<file path="src/rtl/vmem_pkg.sv">
// Shared constants and owner encoding for the video-memory arbiter.
package vmem_pkg;

   localparam int unsigned VMEM_AW         = 14;
   localparam int unsigned VMEM_DW         = 12;
   localparam int unsigned VMEM_FAIR_LIMIT = 64;
   localparam int unsigned VMEM_CNT_W      = 7;

   // Who owns the RAM read data arriving in the following cycle.
   typedef enum logic [1:0] {
      OWN_NONE   = 2'd0,
      OWN_VID    = 2'd1,
      OWN_CPU_RD = 2'd2
   } own_t;

endpackage

</file>
<file path="src/rtl/vmem_fair_counter.sv">
// Counts consecutive denied CPU cycles and raises a one-cycle force once the
// configured limit is reached; a limit of 0 never forces.
module vmem_fair_counter
   import vmem_pkg::*;
#(
   parameter int unsigned CNT_W      = VMEM_CNT_W,
   parameter int unsigned FAIR_LIMIT = VMEM_FAIR_LIMIT
) (
   input  logic clk,
   input  logic rst,
   input  logic cpu_req,
   input  logic grant_cpu,
   output logic force_cpu
);

   localparam logic [CNT_W-1:0] LIMIT    = CNT_W'(FAIR_LIMIT);
   localparam bit               FORCE_EN = (FAIR_LIMIT != 0);

   logic [CNT_W-1:0] wait_cnt;

   // Saturates instead of wrapping so a disabled limit cannot alias to a force.
   always_ff @(posedge clk or posedge rst) begin
      if (rst) begin
         wait_cnt <= '0;
      end else if (!cpu_req || grant_cpu) begin
         wait_cnt <= '0;
      end else if (wait_cnt != '1) begin
         wait_cnt <= wait_cnt + 1'b1;
      end
   end

   always_comb begin
      force_cpu = FORCE_EN && (wait_cnt >= LIMIT);
   end

endmodule

</file>
<file path="src/rtl/vmem_arbiter.sv">
// Single-port video RAM arbiter: video has priority, the CPU takes idle cycles
// and a forced slot after a bounded wait; reads return one cycle after grant.
module vmem_arbiter
   import vmem_pkg::*;
#(
   parameter int unsigned AW         = VMEM_AW,
   parameter int unsigned DW         = VMEM_DW,
   parameter int unsigned FAIR_LIMIT = VMEM_FAIR_LIMIT,
   parameter int unsigned CNT_W      = VMEM_CNT_W
) (
   input  logic          clk,
   input  logic          rst,
   input  logic          video_req,
   input  logic [AW-1:0] video_addr,
   output logic [DW-1:0] video_rdata,
   output logic          video_rvalid,
   output logic          video_miss,
   input  logic          cpu_req,
   input  logic          cpu_we,
   input  logic [AW-1:0] cpu_addr,
   input  logic [DW-1:0] cpu_wdata,
   output logic          cpu_ack,
   output logic [DW-1:0] cpu_rdata,
   output logic          cpu_rvalid,
   output logic [AW-1:0] mem_addr,
   output logic [DW-1:0] mem_wdata,
   output logic          mem_we,
   input  logic [DW-1:0] mem_q
);

   logic          grant_cpu;
   logic          grant_vid;
   logic          force_cpu;
   own_t          own;
   own_t          own_next;
   logic [DW-1:0] vid_hold;
   logic [DW-1:0] cpu_hold;

   vmem_fair_counter #(
      .CNT_W      (CNT_W),
      .FAIR_LIMIT (FAIR_LIMIT)
   ) u_fair (
      .clk       (clk),
      .rst       (rst),
      .cpu_req   (cpu_req),
      .grant_cpu (grant_cpu),
      .force_cpu (force_cpu)
   );

   // Grants are masked by rst so the RAM never sees a write while in reset.
   always_comb begin
      grant_cpu = !rst && cpu_req && (!video_req || force_cpu);
      grant_vid = !rst && video_req && !grant_cpu;
      cpu_ack   = grant_cpu;
      mem_addr  = '0;
      mem_wdata = '0;
      mem_we    = 1'b0;
      own_next  = OWN_NONE;
      if (grant_cpu) begin
         mem_addr  = cpu_addr;
         mem_wdata = cpu_wdata;
         mem_we    = cpu_we;
         own_next  = cpu_we ? OWN_NONE : OWN_CPU_RD;
      end else if (grant_vid) begin
         mem_addr = video_addr;
         own_next = OWN_VID;
      end
   end

   always_ff @(posedge clk or posedge rst) begin
      if (rst) begin
         own        <= OWN_NONE;
         video_miss <= 1'b0;
         vid_hold   <= '0;
         cpu_hold   <= '0;
      end else begin
         own        <= own_next;
         video_miss <= video_req && grant_cpu;
         if (own == OWN_VID) begin
            vid_hold <= mem_q;
         end
         if (own == OWN_CPU_RD) begin
            cpu_hold <= mem_q;
         end
      end
   end

   // Read data passes mem_q straight through in its valid cycle, else holds.
   always_comb begin
      video_rvalid = (own == OWN_VID);
      cpu_rvalid   = (own == OWN_CPU_RD);
      video_rdata  = video_rvalid ? mem_q : vid_hold;
      cpu_rdata    = cpu_rvalid ? mem_q : cpu_hold;
   end

endmodule

</file>
<file path="config.mk">
export PLATFORM = sky130hd
export DESIGN_NAME = vmem_arbiter
export DESIGN_NICKNAME = d
export VERILOG_FILES = /design/src/rtl/vmem_pkg.sv /design/src/rtl/vmem_fair_counter.sv /design/src/rtl/vmem_arbiter.sv
export SDC_FILE = /design/constraint.sdc
export NUM_CORES = 1
export LEC_CHECK = 0
export ABC_AREA = 1
export CELL_PAD_IN_SITES_DETAIL_PLACEMENT = 0
export CELL_PAD_IN_SITES_GLOBAL_PLACEMENT = 2
export CORE_ASPECT_RATIO = 0.6
export CORE_MARGIN = 5
export CORE_UTILIZATION = 21
export DETAILED_ROUTE_END_ITERATION = 10
export PLACE_DENSITY_LB_ADDON = 0.2
export SKIP_CTS_REPAIR_TIMING = 1
export SYNTH_ARGS = -nofsm -noshare
export SYNTH_HDL_FRONTEND = slang
export SYNTH_HIERARCHICAL = 1
export SYNTH_SLANG_ARGS = --single-unit
</file>
<file path="constraint.sdc">
create_clock -name clk -period 4.28 [get_ports clk]
set_input_delay 0.856 -clock clk [delete_from_list [all_inputs] [get_ports clk]]
set_output_delay 0.856 -clock clk [all_outputs]
set_load 0.05 [all_outputs]
</file>
==> results list, run 1 <==
- P&R area growth vs syn: 77.2%
- The analysis attributes to cell leakage a power of about 1.6 nW.
- In this run the remaining antenna-violating nets after routing total 0.
- For this run, the top clock speed supported by timing is about 280 MHz.
- Worst hold slack: 0.469 ns
* Reported max-cap violation count: 0
* Critical register-to-register path endpoint: u_fair/wait_cnt[2]
- During synthesis, Yosys emitted a total of 6 warnings.
* Largest net degree at the start of global routing: 28
* Number of buffers and inverters on the critical path: 4
- Global route overflow: 0
- For the worst flop-to-flop path, the logic depth is 9.
* Syn nets: 297
* Layout cell share with drive strength beyond 1: ~20%
* Syn Area/Cell: around 8.1 µm²
- Starting utilization of the core area: between 20% and 30%
* Crit path largest cell delay: ~0.48 ns
* Detailed Route WL: approximately 5900 µm
- Via density: just under 4
* Final-report max-slew violation count: 0
- Cell area after synthesis: slightly below 0.002 mm²
- In the layout the commonest cells are sky130_fd_sc_hd__clkdlybuf4s50_1 (83), sky130_fd_sc_hd__nand2_1 (54), sky130_fd_sc_hd__inv_1 (41), sky130_fd_sc_hd__nand3_1 (38), sky130_fd_sc_hd__dfrtp_1 (34).
- Across the routed clock network, the largest skew measured is about 0.0048 ns.
- Across all register-to-register paths, the minimum setup slack is about 2.2 ns.
- The first routing iteration left 88 violations.
* Pwr/cell area: a little over 400 mW/mm²
- Top-level port count: roughly 110
* Post-Syn Instances: 238
- Across the VDD grid, the largest voltage drop is ~0.16 mV.
- Antenna diode count: 0
* Critical path startpoint category: input pin
- Crit-path cells: clkdlybuf4s50_1 -> inv_1 -> nor2_4 -> nand2_2 -> buf_4 -> nor2_4 -> buf_4
- Tracing the worst setup path back leads to its startpoint at cpu_req.
- Most frequently used flop master after synthesis: sky130_fd_sc_hd__dfrtp_1
- Share of synthesized area occupied by flip-flops and latches: between 40% and 50%
- Counting the fill cells in the layout gives about 940.
* Max Buffers Root-to-Sink: 2
- The first global-routing pass estimated 9560 µm of wire.
- Die Span X: around 130 µm
- Buffers inserted during clock tree synthesis total 5.
- After routing, the total negative slack on setup checks comes to 0 ns.
- Worst setup path class: input pin to primary output
- For the worst setup path, the data required time is between 3 and 4 ns.
- Type of the worst min-delay path: flop to flop
- Die height: around 84 µm
- Arrival time at the worst endpoint: ~2.7 ns
- Following the worst setup path forward leads to its endpoint at mem_wdata[10].
* Worst slack at placement: 0.673 ns
* Post-layout min period: about 3.6 ns
- Clock tree from TritonCTS: done
- The initial antenna violation count was 0.
* Clock-pin slew reported for the worst setup and hold paths after clock tree synthesis: about 0.050 ns
- Yosys attributes the largest share of cell area to sky130_fd_sc_hd__dfrtp_1 (44%), sky130_fd_sc_hd__nand2_1 (10%), sky130_fd_sc_hd__nand3_1 (9.8%), sky130_fd_sc_hd__inv_1 (8.0%), sky130_fd_sc_hd__nor2_4 (7.0%).
* Worst r2r src: u_fair/wait_cnt[6]
- Number of rows created at floorplan: 27
- The worst setup path is captured at a primary output.
- The synthesized netlist contains 22 unique library cells.
- The share of synthesized area in the top cell type comes to a little over two fifths.
* Most common cell after layout, fill and taps aside: sky130_fd_sc_hd__clkdlybuf4s50_1
- Detailed Place HPWL: about 4700 µm
- Post-synth ARST share: between 90% and 100%
- The synthesized design spends more area on one cell type than any other, namely sky130_fd_sc_hd__dfrtp_1.
* Number of sinks on the clock net: 34
* Worst rel slew slack: 28.1%
* Number of nets in the layout: 405
- For this run, the share of the core covered by cells in the final layout is a little under two fifths.
* Gate family responsible for the most delay along the worst path: buffers and inverters
- Buffers placed on the I/O ports in this run total 111.
- CORE AREA: between 0.009 and 0.01 mm²
- Worst-Skew Late Latency: roughly 0.27 ns
* Minimum setup slack in the final design: 0.695 ns
- For this design, the slowest cell found on the critical path is sky130_fd_sc_hd__clkdlybuf4s50_1.
* CTS Root Buffer Type: sky130_fd_sc_hd__clkbuf_16
- Outcome: finished, final reports clean
- Routability-driven placement finished with a final weighted congestion of approximately 0.75.
- Number of optimization iterations in the first detailed-route pass: 4
- The number of hold-slack violations in the final timing report was 0.
- Die area: roughly 0.011 mm²
- In this run the number of cells on the critical path is 7.
* Setup-failing EPs final: 0
- In this run the worst path has a maximum fanout of 22.
* Final period utilization: a little over four fifths
- The number of global-route vias before repair is 1,838.
- The clock tree synthesis step divided the H-tree into 2 levels.
* Flops & latches, synth: 34
* Routed wire length per instance: about 13 µm
- For this run, design rule violations remaining after detail routing come to 0.
- Setup repair after global routing left no endpoint under its margin.
* Vias after detailed routing: between 1,500 and 2,000
- At the pin with the least slew margin, the transition time is between 1 and 1.5 ns.
- Global routing consumed, over all layers together, approximately a tenth of the routing resources.
- Number of enable flip-flop cells after synthesis: 0
-- worst min path at each step --
stage,from,endpoint,slack [ns],cells past startpoint
final,cpu_hold[11],cpu_hold[11],0.47,2
after detailed placement,cpu_hold[11],cpu_hold[11],0.46,2
after global routing,cpu_hold[11],cpu_hold[11],0.49,2
after CTS,cpu_hold[11],cpu_hold[11],0.47,2
after floorplan,u_fair/wait_cnt[0],u_fair/wait_cnt[0],0.52,2
after global placement,cpu_hold[5],cpu_hold[5],0.46,2
-- registers in the layout (all words and copies together) (netlist names) --
name	count
cpu_hold	12
own	2
u_fair/wait_cnt	7
vid_hold	12
video_miss	1
-- power breakdown --
part / switching (mW) / leakage (nW) / total (mW) / internal, mW
Clock: 0.128 / 0.0971 / 0.477 / 0.349
Sequential: 0.0143 / 0.429 / 0.385 / 0.370
Combinational: 0.335 / 1.12 / 0.529 / 0.194
Total: 0.477 / 1.64 / 1.39 / 0.913
-- Yosys cell counts (2+ instances only) --
| cell type | count |
|---|---|
| sky130_fd_sc_hd__nand3_1 | 38 |
| sky130_fd_sc_hd__inv_1 | 41 |
| sky130_fd_sc_hd__buf_2 | 4 |
| sky130_fd_sc_hd__nor2_1 | 10 |
| sky130_fd_sc_hd__nand2_1 | 54 |
| sky130_fd_sc_hd__inv_2 | 2 |
| sky130_fd_sc_hd__dfrtp_1 | 34 |
| sky130_fd_sc_hd__o21ai_2 | 12 |
| sky130_fd_sc_hd__buf_6 | 4 |
| sky130_fd_sc_hd__clkbuf_1 | 2 |
| sky130_fd_sc_hd__o21ai_0 | 12 |
| sky130_fd_sc_hd__nand2_2 | 3 |
| sky130_fd_sc_hd__ha_1 | 2 |
| sky130_fd_sc_hd__nor2_4 | 12 |
-- layer usage --
layer	vias to the layer above	share of wire, %	GRT usage (%)	routed length, µm
met5	-	0	0	0
met1	796	45	13.6	2670
li1	951	-	-	-
met4	0	0	0.560	0
met3	0	9.4	5.39	557
met2	63	45	16.4	2690
-- cell families (layout without fill, tap and decap cells) --
family	Yosys count	count (layout)	share of synthesized area, %
AOI/OAI and AO/OA	26	26	9.31
adders and majority gates	2	2	1.29
buffers and inverters	56	165	13.5
DFF	34	34	44.0
and+or+nand+nor	120	120	32.0
-- worst min-delay path, stage by stage (launching register included) --
cell	delay (ns)
sky130_fd_sc_hd__dfrtp_1	0.32
sky130_fd_sc_hd__nand2_1	0.06
sky130_fd_sc_hd__o21ai_2	0.06
-- through the flow --
stage	std cells	power [mW]	instance area, µm²
after detailed placement	455	0.924	3230
final	463	1.39	3430
after CTS	463	1.41	3430
after global placement	455	0.924	3230
after global routing	463	1.45	3430
after floorplan	238	0.711	1930
-- final cells by class --
class	count	area [µm²]	share of cell area, %
timing repair buffer	113	1240	36.3
sequential	34	851	24.8
multi-input combinational	148	823	24.0
inverter	44	165	4.82
tap	116	145	4.24
clock buffer	6	139	4.05
clock inverter	2	60.1	1.75
(Power assumes the default switching activity.)
==> inputs of run 2 (changes only) <==
--- a/config.mk
+++ b/config.mk
@@ -10,7 +10,7 @@
 export CELL_PAD_IN_SITES_GLOBAL_PLACEMENT = 2
 export CORE_ASPECT_RATIO = 0.6
 export CORE_MARGIN = 5
-export CORE_UTILIZATION = 21
+export CORE_UTILIZATION = 20
 export DETAILED_ROUTE_END_ITERATION = 10
 export PLACE_DENSITY_LB_ADDON = 0.2
 export SKIP_CTS_REPAIR_TIMING = 1
==> constraint.sdc (replaced) <==
create_clock -name clk -period 3.52 [get_ports clk]
set_input_delay 0.704 -clock clk [delete_from_list [all_inputs] [get_ports clk]]
set_output_delay 0.704 -clock clk [all_outputs]
set_load 0.05 [all_outputs]
==> results list, run 2 (synthesized netlist as in run 1, its figures left out) <==
* Outcome: finished, final reports clean
* Setup Total Neg Slack: 0 ns (unchanged)
* Pwr/cell area: 467 mW/mm² (+15%)
- The setup path with the least slack is of type input pin to primary output.
- The utilization after layout is 39.3% (+1.5 points).
* Worst rel slew slack: 64.2% (+36 points)
- The final-layout worst hold slack came to 0.468 ns (-0.000635 ns).
- The maximum VDD drop came to 0.163 mV (+0.91%).
* # port buffers: 111 (unchanged)
* Arrival time at the worst endpoint: 2.40 ns (-0.33 ns)
- Cell repeated most along the worst path: sky130_fd_sc_hd__nand2_2
* Most common cell after layout, fill and taps aside: sky130_fd_sc_hd__clkdlybuf4s50_1
- Worst-Skew Late Latency: 0.28 ns (about the same)
* Residual DRC count: 0 (unchanged)
- The area inside the core boundary was 0.00929 mm² (+2.2%).
- The number of nets in the finished design was 409 (+0.99%).
* HP Start: cpu_hold[2]
- Clock-pin slew reported for the worst setup and hold paths after clock tree synthesis: 0.05 ns (about the same)
* Starting utilization of the core area: 20.8% (-0.46 points)
* Total power: 1.70 mW (+23%)
- Hold Path End: cpu_hold[2]
* Total of fill cells in the finished design: 929 (-0.75%)
* Largest net degree at the start of global routing: 28 (unchanged)
* Die height: 86.2 µm (+2.2%)
* Hold Vio Cnt, Final: 0 (unchanged)
- The startpoint identified for the worst register-to-register timing path is u_fair/wait_cnt[6].
* Violation count after the first detailed-route iteration: 64 (-27%)
- The pre-CTS setup slack came to 0.384 ns (-0.289 ns).
* Worst-case register-to-register setup slack: 1.52 ns (-0.72 ns)
* Die area: 0.0118 mm² (+4.5%)
- The leakage power came to 1.71 nW (+3.9%).
* Number of cells on the worst hold path: 2 (unchanged)
- The total congestion overflow after global routing was 0 (unchanged).
- Clock tree synthesis selected as its root buffer the cell sky130_fd_sc_hd__clkbuf_16.
* Critical path startpoint category: input pin
- Routed wire length per instance: 12.9 µm (+1.2%)
* Post-route insts no fill: 481 (+3.9%)
* Initial antenna violation count: 0 (unchanged)
- The total setup violations reported at the end of the flow was 0 (unchanged).
- The total track usage is 10.4% (about the same).
- The number of global-route vias before repair is 1,839 (+0.054%).
- The largest registers in the layout are cpu_hold x12, vid_hold x12, u_fair/wait_cnt x7.
- The number of buffers added by the clock tree synthesis step is 5 (unchanged).
* Cell total after placement: 473 (+4.0%)
* Vias after detailed routing: 1,835 (+1.4%)
* Final-report max-slew violation count: 0 (unchanged)
- The chip width is 137 µm (+2.3%).
* Minimum setup slack in the final design: 0.416 ns (-0.279 ns)
* Largest fanout of any net on the critical path: 22 (unchanged)
* Top-level port count: 112 (unchanged)
- On the critical path the largest part of the delay comes from buffers and inverters.
- Antenna diode count: 0 (unchanged)
- Type of element capturing the critical path: primary output
* Post-layout min period: ~3.1 ns
* Clock tree from TritonCTS: done
- Global-route wire length before repair: 9650 µm (+1.0%)
- Type of the worst min-delay path: flop to flop
* Final period utilization: 88.2%
* Max Buffers Root-to-Sink: 2 (unchanged)
* Number of sinks on the clock net: 34 (unchanged)
- The maximum clock skew at final layout is 0.00444 ns (-0.000392 ns).
- Highest achievable clock rate: 322 MHz
* Via density: 3.81 (-2.4%)
- The total wirelength of the detailed-routed design is 6220 µm (+5.1%).
- The number of detailed-routing iterations run before antenna repair was 4 (unchanged).
* Area after detailed placement: 0.00345 mm² (+6.8%)
- Depth of the worst register-to-register path: 9 (unchanged)
* P&R area growth vs syn: 88.6%
- The reported max-cap violation count was 0 (unchanged).
* Critical register-to-register path endpoint: u_fair/wait_cnt[2]
* Highest-delay cell along the critical path: sky130_fd_sc_hd__clkdlybuf4s50_1
- Crit-path cells: clkdlybuf4s50_1 -> nand2_2 -> nand2_2 -> buf_4 -> nor2_4 -> buf_12
* Crit path largest cell delay: 0.51 ns (+0.03 ns)
- Design area: 0.00365 mm² (+6.4%)
* Layout cell share with drive strength beyond 1: 21.1% (+1.2 points)
- The remaining antenna violation count after routing came to 0 (unchanged).
- Unrepaired setup endpoints after global routing: false
- The library cells used most frequently in the layout, excluding fill and tap cells, are sky130_fd_sc_hd__clkdlybuf4s50_1 (82), sky130_fd_sc_hd__nand2_1 (54), sky130_fd_sc_hd__inv_1 (41), sky130_fd_sc_hd__nand3_1 (38), sky130_fd_sc_hd__dfrtp_1 (34).
* Deepest level of the CTS H-tree: 2 (unchanged)
- The row count came to 27 (unchanged).
- The worst path required time was 2.82 ns (-0.60 ns).
- Number of buffers and inverters on the critical path: 3 (-1)
- The placed wire-length estimate after detailed placement came to 5070 µm (+8.1%).
* Slew @ Worst Pin: 0.535 ns (-0.542 ns)
* Gp weighted congestion: 0.719 (-3.7%)
==> run 2: how the worst max path moves through the flow <==
stage | slack (ns) | cells past startpoint | endpoint | start
floorplan | 0.66 | 6 | mem_addr[10] | rst
global placement | 0.44 | 6 | mem_wdata[5] | video_req
detailed placement | 0.38 | 6 | mem_wdata[8] | video_req
CTS | 0.38 | 6 | mem_wdata[8] | video_req
global route | 0.29 | 6 | mem_wdata[3] | video_req
finish | 0.42 | 6 | mem_wdata[8] | video_req
==> run 2: power breakdown <==
part / switching [mW] / internal (mW)
combinational: 0.408 / 0.249
clock: 0.157 / 0.425
sequential: 0.0167 / 0.450
total: 0.581 / 1.12
==> run 2: tightest hold or removal path, cell delays in order (launching register included) <==
cell,delay [ns]
sky130_fd_sc_hd__dfrtp_1,0.31
sky130_fd_sc_hd__nand2_1,0.06
sky130_fd_sc_hd__o21ai_2,0.06
==> run 2: per-layer routing <==
layer	part of all wire [%]	track usage, %	vias up
met2	42	14.5	66
li1	-	-	961
met1	45	14.2	801
met4	1.1	1.99	0
met3	11	5.74	7
met5	0	0	-
==> run 2: layout make-up <==
| type | count | area, µm² | area share (%) |
|---|---|---|---|
| clock buffers | 6 | 139 | 3.81 |
| clock inverters | 2 | 60.1 | 1.65 |
| inverters | 44 | 165 | 4.53 |
| multi-input cells | 148 | 823 | 22.6 |
| flip-flops and latches | 34 | 851 | 23.3 |
| well taps | 130 | 163 | 4.46 |
| repair buffers | 117 | 1450 | 39.7 |
